[config.mk]
export PLATFORM = sky130hd
export DESIGN_NAME = eq_seq_ctrl
export DESIGN_NICKNAME = d
export VERILOG_FILES = /design/src/rtl/eq_seq_ctrl.sv
export SDC_FILE = /design/constraint.sdc
export NUM_CORES = 1
export LEC_CHECK = 0
export ABC_CLOCK_PERIOD_IN_PS = 2740
export CORE_MARGIN = 8
export CORE_UTILIZATION = 36
export DETAILED_ROUTE_END_ITERATION = 10
export GPL_TIMING_DRIVEN = 0
export HOLD_SLACK_MARGIN = 0.05
export PLACE_DENSITY_LB_ADDON = 0.25
export SLEW_MARGIN = 20
export SYNTH_ARGS = -nofsm -noshare
export SYNTH_HDL_FRONTEND = slang
export SYNTH_SLANG_ARGS = --single-unit
export TNS_END_PERCENT = 50
[constraint.sdc]
create_clock -name clk -period 2.74 [get_ports clk]
set_clock_uncertainty 0.05 [all_clocks]
set_input_delay 0.685 -clock clk [delete_from_list [all_inputs] [get_ports clk]]
set_output_delay 0.685 -clock clk [all_outputs]
set_load 0.02 [all_outputs]
[src/rtl/eq_seq_ctrl.sv]
// -----------------------------------------------------------------------------
// eq_seq_ctrl: bit-serial (pair-serial) equality sequencer.
//
// Compares two W-bit words for equality, one bit-pair per clock, LSB pair
// first. Only one shared 2-bit equality slice (eq2, built from two eq1 cells)
// is used, so the cost is latency instead of W/2 parallel slices.
//
// Optional feature (compile-time macro EQ_SEQ_EARLY_EXIT_EN):
//   defined   - the first mismatching pair ends the scan on that same edge.
//   undefined - all NP pairs are always scanned (constant latency NP+1).
//   aeqb and mm_idx are identical in both builds; only timing differs.
//
// Ports:
//   clk    in   system clock, rising edge
//   reset  in   synchronous, active-high reset
//   start  in   request, accepted only while ready=1
//   a, b   in   W-bit operands, sampled on the accepting edge only
//   ready  out  high only in IDLE
//   busy   out  high in RUN
//   done   out  one-cycle pulse when aeqb/mm_idx are valid
//   aeqb   out  1 = words equal (held until the next accepted start)
//   mm_idx out  index of the lowest mismatching pair, 0 when aeqb=1
// -----------------------------------------------------------------------------

// Single-bit equality cell.
module eq1 (
   input  logic x,
   input  logic y,
   output logic eq
);
   assign eq = ~(x ^ y);
endmodule

// Two-bit equality slice built from two eq1 cells.
module eq2 (
   input  logic [1:0] x,
   input  logic [1:0] y,
   output logic       eq
);
   logic e0;
   logic e1;

   eq1 u_bit0 (.x(x[0]), .y(y[0]), .eq(e0));
   eq1 u_bit1 (.x(x[1]), .y(y[1]), .eq(e1));

   assign eq = e0 & e1;
endmodule

module eq_seq_ctrl #(
   parameter  int W  = 16,
   localparam int NP = W / 2,
   localparam int IW = (NP > 1) ? $clog2(NP) : 1
) (
   input  logic          clk,
   input  logic          reset,
   input  logic          start,
   input  logic [W-1:0]  a,
   input  logic [W-1:0]  b,
   output logic          ready,
   output logic          busy,
   output logic          done,
   output logic          aeqb,
   output logic [IW-1:0] mm_idx
);

   if ((W < 2) || ((W % 2) != 0)) begin : g_bad_width
      $error("eq_seq_ctrl: W must be even and >= 2");
   end

   localparam logic [IW-1:0] LAST = IW'(NP - 1);

   typedef enum logic [1:0] {
      S_IDLE = 2'd0,
      S_RUN  = 2'd1,
      S_DONE = 2'd2
   } state_t;

   state_t        state;
   logic [W-1:0]  sa;
   logic [W-1:0]  sb;
   logic [IW-1:0] cnt;
   logic          acc;
   logic          first;
   logic [IW-1:0] mm_r;

   logic          e;
   logic          stop_early;
   logic          last_pair;
   logic [IW-1:0] mm_next;

   // The one shared slice always looks at the current lowest pair.
   eq2 u_eq2 (.x(sa[1:0]), .y(sb[1:0]), .eq(e));

`ifdef EQ_SEQ_EARLY_EXIT_EN
   assign stop_early = ~e;
`else
   assign stop_early = 1'b0;
`endif

   assign last_pair = (cnt == LAST);
   // The final edge may itself be the first mismatch, so fold it in here.
   assign mm_next   = (!e && first) ? cnt : mm_r;

   always_ff @(posedge clk) begin
      if (reset) begin
         state  <= S_IDLE;
         ready  <= 1'b1;
         busy   <= 1'b0;
         done   <= 1'b0;
         aeqb   <= 1'b0;
         mm_idx <= '0;
         sa     <= '0;
         sb     <= '0;
         cnt    <= '0;
         acc    <= 1'b0;
         first  <= 1'b0;
         mm_r   <= '0;
      end else begin
         done <= 1'b0;
         case (state)
            S_IDLE: begin
               if (start) begin
                  sa     <= a;
                  sb     <= b;
                  cnt    <= '0;
                  acc    <= 1'b1;
                  first  <= 1'b1;
                  mm_r   <= '0;
                  aeqb   <= 1'b0;
                  mm_idx <= '0;
                  ready  <= 1'b0;
                  busy   <= 1'b1;
                  state  <= S_RUN;
               end
            end

            S_RUN: begin
               acc <= acc & e;
               sa  <= sa >> 2;
               sb  <= sb >> 2;
               cnt <= cnt + IW'(1);
               if (!e && first) begin
                  mm_r  <= cnt;
                  first <= 1'b0;
               end
               if (last_pair || stop_early) begin
                  aeqb   <= acc & e;
                  mm_idx <= mm_next;
                  done   <= 1'b1;
                  busy   <= 1'b0;
                  state  <= S_DONE;
               end
            end

            S_DONE: begin
               ready <= 1'b1;
               state <= S_IDLE;
            end

            default: begin
               ready <= 1'b1;
               busy  <= 1'b0;
               state <= S_IDLE;
            end
         endcase
      end
   end

endmodule

# After elaboration in Yosys (flattened, before gate mapping)
# Index checks and enable logic that the tools add are counted.
# totals
regBits	49
input_bits	35
output_inout_bits	7
elab_cells	62
# classes
addsub	1
eq_ne	6
muxes	24
bitwise	8
n_reduce_logical	11
# op_table
op	count
16-bit case mux with 2 select lines	2
16-bit two-way mux	2
3-bit case mux with 2 select lines	3
3-bit two-way mux	3
3-bit AND reduction	3
1-bit case mux with 2 select lines	4
1-bit two-way mux	6
2-bit inequality test, second input constant	3
2-bit AND reduction	3
2-bit two-way mux	2
1-bit inverter	4
2-bit case mux with 2 select lines	1
3-bit by 1-bit adder with 3-bit output, second input constant	1
3-bit == test, second input constant	1
1-bit case mux with 3 select lines	1
1-bit bitwise AND	2
2-bit by 1-bit == test with 1-bit output, second input constant	1
2-bit == test, second input constant	1
2-bit zero test	1
2-bit nonzero test	1
2-bit OR reduction	1
1-bit bitwise XOR	2
1-bit logical AND	1
1-bit zero test	1

# Longest topological paths before layout
# Gate-level depths: netlist (run 1).
# depth
word_depth	8
mapped_depth	6
ltp_nobuf	6

# Hierarchy
# A second synthesis (run 1) with hierarchy kept.
# hier_totals
cells_unflattened	255
hier_area_um2	2240.9
# modules_own_cells
module	n_inst	cells_per_inst	area_each_um2	seq_area_each_um2
eq_seq_ctrl	1	252	2217.1	980.9
eq1	2	1	8.8	0.0
eq2	1	1	6.3	0.0

# Worst setup path before layout (run 1)
# OpenSTA, ideal clock, no wires.
# synth_timing
path_type	input port to flip-flop
from	in start
to	reg cnt[1]
setup_time_ps	128
t_arrival_ps	1437
required_time_ps	2562
setup_slack_ps	1125
cell_stages	6
path_buffers	2
path_cell_list	buf_2 -> nor2_2 -> or2_1 -> buf_4 -> a22oi_1 -> nor2_1
# synth_via
elab_chain_len	2
# synth_rtl
item	line	rtl
start: declaration	56	input logic start,
2-bit inequality test (no line)	n/a	
2-bit AND reduction (no line)	n/a	
end signal: assignment	141	cnt <= cnt + IW'(1);
end: declaration	81	logic [IW-1:0] cnt;
# Every way passes these cells.
# A chain may end at the register's enable or synchronous reset.

# Final worst setup path (run 1)
# layout_timing
from	in reset
to	reg sa[4]
# layout_lines
item	line	rtl
start: declaration	55	input logic reset,
end signal: assignment	139	sa <= sa >> 2;
end: declaration	79	logic [W-1:0] sa;
# No word-level cell between the ends.

==> results of run 1 <==
-- worst max-delay path by stage --
stage / endpoint
floorplan: cnt[1]
global placement: sa[2]
detailed placement: sa[4]
CTS: sa[4]
global route: sa[4]
finish: sa[4]
-- synthesized netlist by cell type, drive strengths merged --
cell type	count	area, sq um
nor2	87	334
dfxtp	49	981
nor3	28	140
a2bb2oi	23	201
buf	18	101
a21oi	10	65.1
nor2b	8	50.1
nand2b	7	43.8
o21ai	6	41.3
o22ai	6	37.5
clkbuf	5	18.8
nand2	5	18.8
inv	4	15.0
a211oi	3	22.5
a22oi	3	22.5
mux2i	3	30.0
nand3	3	15.0
o32ai	3	26.3
ha	2	25.0
xor2	2	17.5
a211o	1	8.76
nand4	1	6.26
nor4b	1	8.76
o21bai	1	7.51
or2	1	6.26
-- power groups by stage --
| stage | logic, uW | clock network (uW) | registers, uW |
|---|---|---|---|
| final | 298 | 433 | 793 |
| after global routing | 332 | 473 | 799 |
| after CTS | 300 | 441 | 792 |
| after detailed placement | 298 | 0 | 809 |
| after global placement | 295 | 0 | 808 |
| after floorplan | 192 | 0 | 808 |
-- state kept, by name (all words and copies together), names as in the netlist, 2 cells and up --
signal,count
cnt,3
mm_idx,3
mm_r,3
sa,16
sb,16
state,2
-- through the flow --
step,hold slack (ps),total power [uW],setup WS (ps),utilization (%)
finish,419,1520,646,47.2
global route,446,1600,492,47.2
CTS,425,1530,632,47.2
detailed placement,404,1110,315,45.7
global placement,400,1100,376,45.7
floorplan,382,1000,1130,-
-- cell type report --
class / instances / share of cell area (%)
Buffer: 23 / 4.25
Clock buffer: 7 / 3.06
Inverter: 4 / 0.531
Multi-Input combinational cell: 204 / 39.9
Sequential cell: 49 / 34.7
Tap cell: 75 / 3.32
Timing Repair Buffer: 40 / 14.2
-- worst max-delay path, cell delays in order --
cell and delay [ps]:
clkdlybuf4s50_1 520, buf_1 410, clkbuf_1 460, nor3_1 130
-- cell families after synthesis --
logic type                 Yosys count  share of synthesized area [%]
AOI/OAI and AO/OA                   56                           19.3
DFF                                 49                           43.7
and+or+nand+nor                    141                           27.8
xor gates and xnor gates             2                          0.781
buffers and inverters               27                           6.02
muxes                                3                           1.34
adders and majority gates            2                           1.11
-- per-layer routing --
metal | share of wire [%] | routed length (um) | track usage (%)
met1 | 49 | 2810 | 17.7
met2 | 45 | 2610 | 21.4
met3 | 4.8 | 279 | 3.81
met4 | 1.1 | 65 | 4.03
met5 | 0 | 0 | 0
==> flow_summary.toml, run 1 <==
[place]
hpwlAfterDp_mm = 4.21
place_inst = 395
place.gp.congestion = 0.804
placed_area_sq_um = 2740
io_buffers = 40

[clock_tree]
clockBufferDepth = 2
ctsResizeCount = 0
cts-buffers-inserted = 5
ctsHoldBuffers = 0
cts_root_buf = "clkbuf_8"
cts_tree = "done"
clk_pin_slew_worst_paths_ps = 80
clk_latency_ps = 300
postCtsSetupBuffers = 0
htree_levels = 2
clock-sinks = 49

[power]
switchingPower_uw = 408
seqPwrFrac_pct = 52.0
ir_worst_vdd_mv = 0.269
p_clk_share_pct = 28.4
power.share.combinational_pct = 19.6
swShare_pct = 26.8
leakage_uw = 0.00116
power_density_nw_per_um2 = 539
p_int_uw = 1120

[layout]
multi_input_area_sq_um = 1130
final_common_cell = "nor2_1"
seq_area_sq_um = 981
fillCellCount = 595
nets = 364
diodes = 0
layoutNonFillerInstCount = 402
fin_area_sq_um = 2830
syn_to_final_growth_pct = 25.9
mostFrequentLayoutCells = "84 x nor2_1, 49 x dfxtp_1, 40 x clkdlybuf4s50_1"
drive_gt1_share_pct = 8.87

[synth]
syn_area_per_cell_sq_um = 8.02
seq_area_frac_synth_pct = 43.7
netlist_instances = 280
synth_area_sq_um = 2240
ys_ff_latch = 49
yosysWarningCount = 0
synthesis.nets = 317
yosysUniqueCellTypes = 33

[sta]
tns_ps = 0
slew_headroom_pct = 66.4
rsz0062_at_grt = "false"
setup_violations = 0
fin_crit_ps = 2090
finalCritPeriodShare_pct = 76.4
finalMaxSlewViolations = 0
fmax_mhz = 478
hold_viol = 0
tightest_slew_ps = 504

[global_routing]
grt_pass1_vias = 2109
grt_max_degree = 14
grt_usage_pct = 13.6
grt_first_pass_wirelength_mm = 9.95
antenna_found_initial = 0
grt-ovfl-total = 0

[worst_hold_path]
hold_depth = 1
hp-class = "flop to flop"
hold_end = "ready"
hold_path_startpoint = "ready"

[floorplanning]
die-height_um = 95.0
rows = 28
core_area_sq_um = 5990
ios = 42
dieWidth_um = 95.0
die-area_sq_um = 9020
initial_utilization_pct = 37.5

[setup_path]
startpoint_type = "input port"
worst_setup_path_end_kind = "flop"
crit_fanout = 10
cp.required_ps = 2850
r2r_slack_ps = 1130
worstSetupPathType = "input port to flop"
r2r_cells = 6
crit-reg2reg-launch = "cnt[0]"
r2r_end = "mm_idx[0]"
cp.arrival_ps = 2210
startpoint = "reset"

[routing]
ant_nets = 0
wl_mm = 5.77
vias_per_cell = 5.05
wl_per_cell_um = 14.3
num_vias = 2031
drt_iter0_markers = 69
drc = 0
first_pass_iters = 4

[status]
status = "completed"

[run]
cap_violations = 0
Note: power is estimated with default switching activity, not from simulation.
==> inputs of run 2 (changes only) <==
ABC_CLOCK_PERIOD_IN_PS = 1690   (was 2740)
clock period = 1.69 ns   (was 2.74 ns; I/O delays follow)
==> run 2 against run 1 <==
  * Global-route usage is essentially flat
  * Setup slack got worse by 540 ps
  * Non-clock buffer count is the same
  * Final cell count unchanged
  * Via count is 0.69% lower
  * Critical path depth unchanged
  * Sequential power increased by 63%
  * Sequential share of layout area increased by 0.090 points
  * Power is 62% higher
  * Critical path type unchanged
  * Critical endpoint is now sa[1]
  * Highest routed layer unchanged
==> flow_summary.toml, run 2 (synthesized netlist as in run 1, its figures left out) <==
[status]
status = "completed"

[clock_tree]
clock-sinks = 49
clockBufferDepth = 2
cts_tree = "done"
clk_latency_ps = 310
postCtsSetupBuffers = 0
clk_pin_slew_worst_paths_ps = 80
htree_levels = 2
ctsHoldBuffers = 0
cts-buffers-inserted = 5
cts_root_buf = "clkbuf_8"

[global_routing]
grt_first_pass_wirelength_mm = 9.94
use_met3_pct = 3.81
grt-ovfl-total = 0
antenna_found_initial = 0
use_met2_pct = 21.4
grt_max_degree = 14
grt_usage_pct = 13.6
grt_pass1_vias = 2107
grtUsageMet1_pct = 17.7
busiest_layer = "met2"

[floorplanning]
initial_utilization_pct = 37.5
rows = 28
ios = 42
die-height_um = 95.0
core_area_sq_um = 5990
dieWidth_um = 95.0
die-area_sq_um = 9020

[sta]
slew_headroom_pct = 69.6
hold_viol = 0
worst_slack_ps = 105
fin_crit_ps = 1580
tightest_slew_ps = 456
setup_violations = 0
rsz0062_at_grt = "false"
finalMaxSlewViolations = 0
finalCritPeriodShare_pct = 93.8
fmax_mhz = 631

[setup_path]
crit_path_max_incr_delay_ps = 520
worstSetupPathType = "input port to flop"
crit_fanout = 10
cp.required_ps = 1810
crit-reg2reg-launch = "cnt[1]"
path_cells = "clkdlybuf4s50_1 > buf_2 > buf_1 > nor3_1"
startpoint_type = "input port"
startpoint = "reset"
cp.arrival_ps = 1710
crit_family = "buffers and inverters"
cp_slowest_cell = "clkdlybuf4s50_1"
crit_buf_inv = 3
worst_setup_path_end_kind = "flop"

[routing]
drc = 0
first_pass_iters = 4
wl_mm = 5.77
wl_per_cell_um = 14.4
ant_nets = 0
num_vias = 2017
drt_iter0_markers = 71
vias_per_cell = 5.02

[place]
dp_slack_ps = -473
place_inst = 395
hpwlAfterDp_mm = 4.21
place.gp.congestion = 0.804
io_buffers = 40

[layout]
diodes = 0
top_regs = "sa (16), sb (16)"
syn_to_final_growth_pct = 25.7
mostFrequentLayoutCells = "84 x nor2_1, 48 x dfxtp_1, 33 x clkdlybuf4s50_1"
layoutNonFillerInstCount = 402
drive_gt1_share_pct = 10.1
final_common_cell = "nor2_1"
fillCellCount = 598
nets = 364

[power]
power_density_nw_per_um2 = 876
ir_worst_vdd_mv = 0.439
power_uw = 2470
leakage_uw = 0.00120

[run]
cap_violations = 0

[worst_hold_path]
hold_path_startpoint = "ready"
hp-class = "flop to flop"
run 2: cell types whose count changed in the layout (fill, tap and decap cells not counted):
| cell | before | now |
|---|---|---|
| clkdlybuf4s50_1 | 40 | 33 |
| dfxtp_1 | 49 | 48 |
| dlygate4sd2_1 | 0 | 7 |
| clkbuf_2 | 0 | 2 |
| dfxtp_2 | 0 | 1 |
| clkbuf_1 | 6 | 3 |
| buf_2 | 12 | 13 |
run 2: report_power, final:
group	total (uW)	switching, uW	internal, uW
clock network	706	380	326
logic	480	238	241
registers	1290	47.7	1240
total	2470	666	1800
run 2: final cells by class:
type	instances	area [sq um]	share of cell area, %
Sequential cell	49	982	34.8
Clock buffer	7	86.3	3.06
Multi-Input combinational cell	204	1130	40.0
Timing Repair Buffer	40	392	13.9
Tap cell	75	93.8	3.33
Inverter	4	15.0	0.532
Buffer	23	124	4.39
run 2: path summary, 6_finish.rpt:
check	endpoint	slack (ps)	cells after the start
setup / recovery	sa[1]	110	4
hold / removal	ready	410	1
setup reg to reg	mm_idx[0]	160	6
hold reg to reg	ready	410	1
run 2: worst register-to-register path: cells and delay by family (launching register included):
kind | cells | cell delay, ps
compound gates | 2 | 440
fa+ha+maj | 2 | 370
flops | 1 | 390
simple gates | 2 | 190
run 2: timing repair:
action                                 4_1_cts  5_1_grt
setup endpoints to repair                   47       11
endpoints found under the hold margin        0        0
resized for setup                           10        2
pin swaps                                    0        1
run 2: metrics by stage:
step | cell area [sq um] | hold slack, ps | util, % | TNS (ps)
finish | 2820 | 413 | 47.1 | 0
global route | 2820 | 441 | 47.1 | 0
CTS | 2820 | 419 | 47.1 | 0
detailed placement | 2740 | 404 | 45.7 | -16530
global placement | 2740 | 400 | 45.7 | -14960
floorplan | 2240 | 382 | - | 0
run 2: per-layer routing:
layer | routed length, um | share of wire, % | up-vias
met1 | 2820 | 49 | 931
li1 | - | - | 1048
met2 | 2620 | 45 | 31
met3 | 262 | 4.5 | 7
met5 | 0 | 0 | -
met4 | 66 | 1.1 | 0
==> inputs of run 3 (changes only) <==
CTS_CLUSTER_SIZE = 40   (was unset)
==> results of run 3 <==
The final DEF is identical to that of run 2; final timing and power are the same.
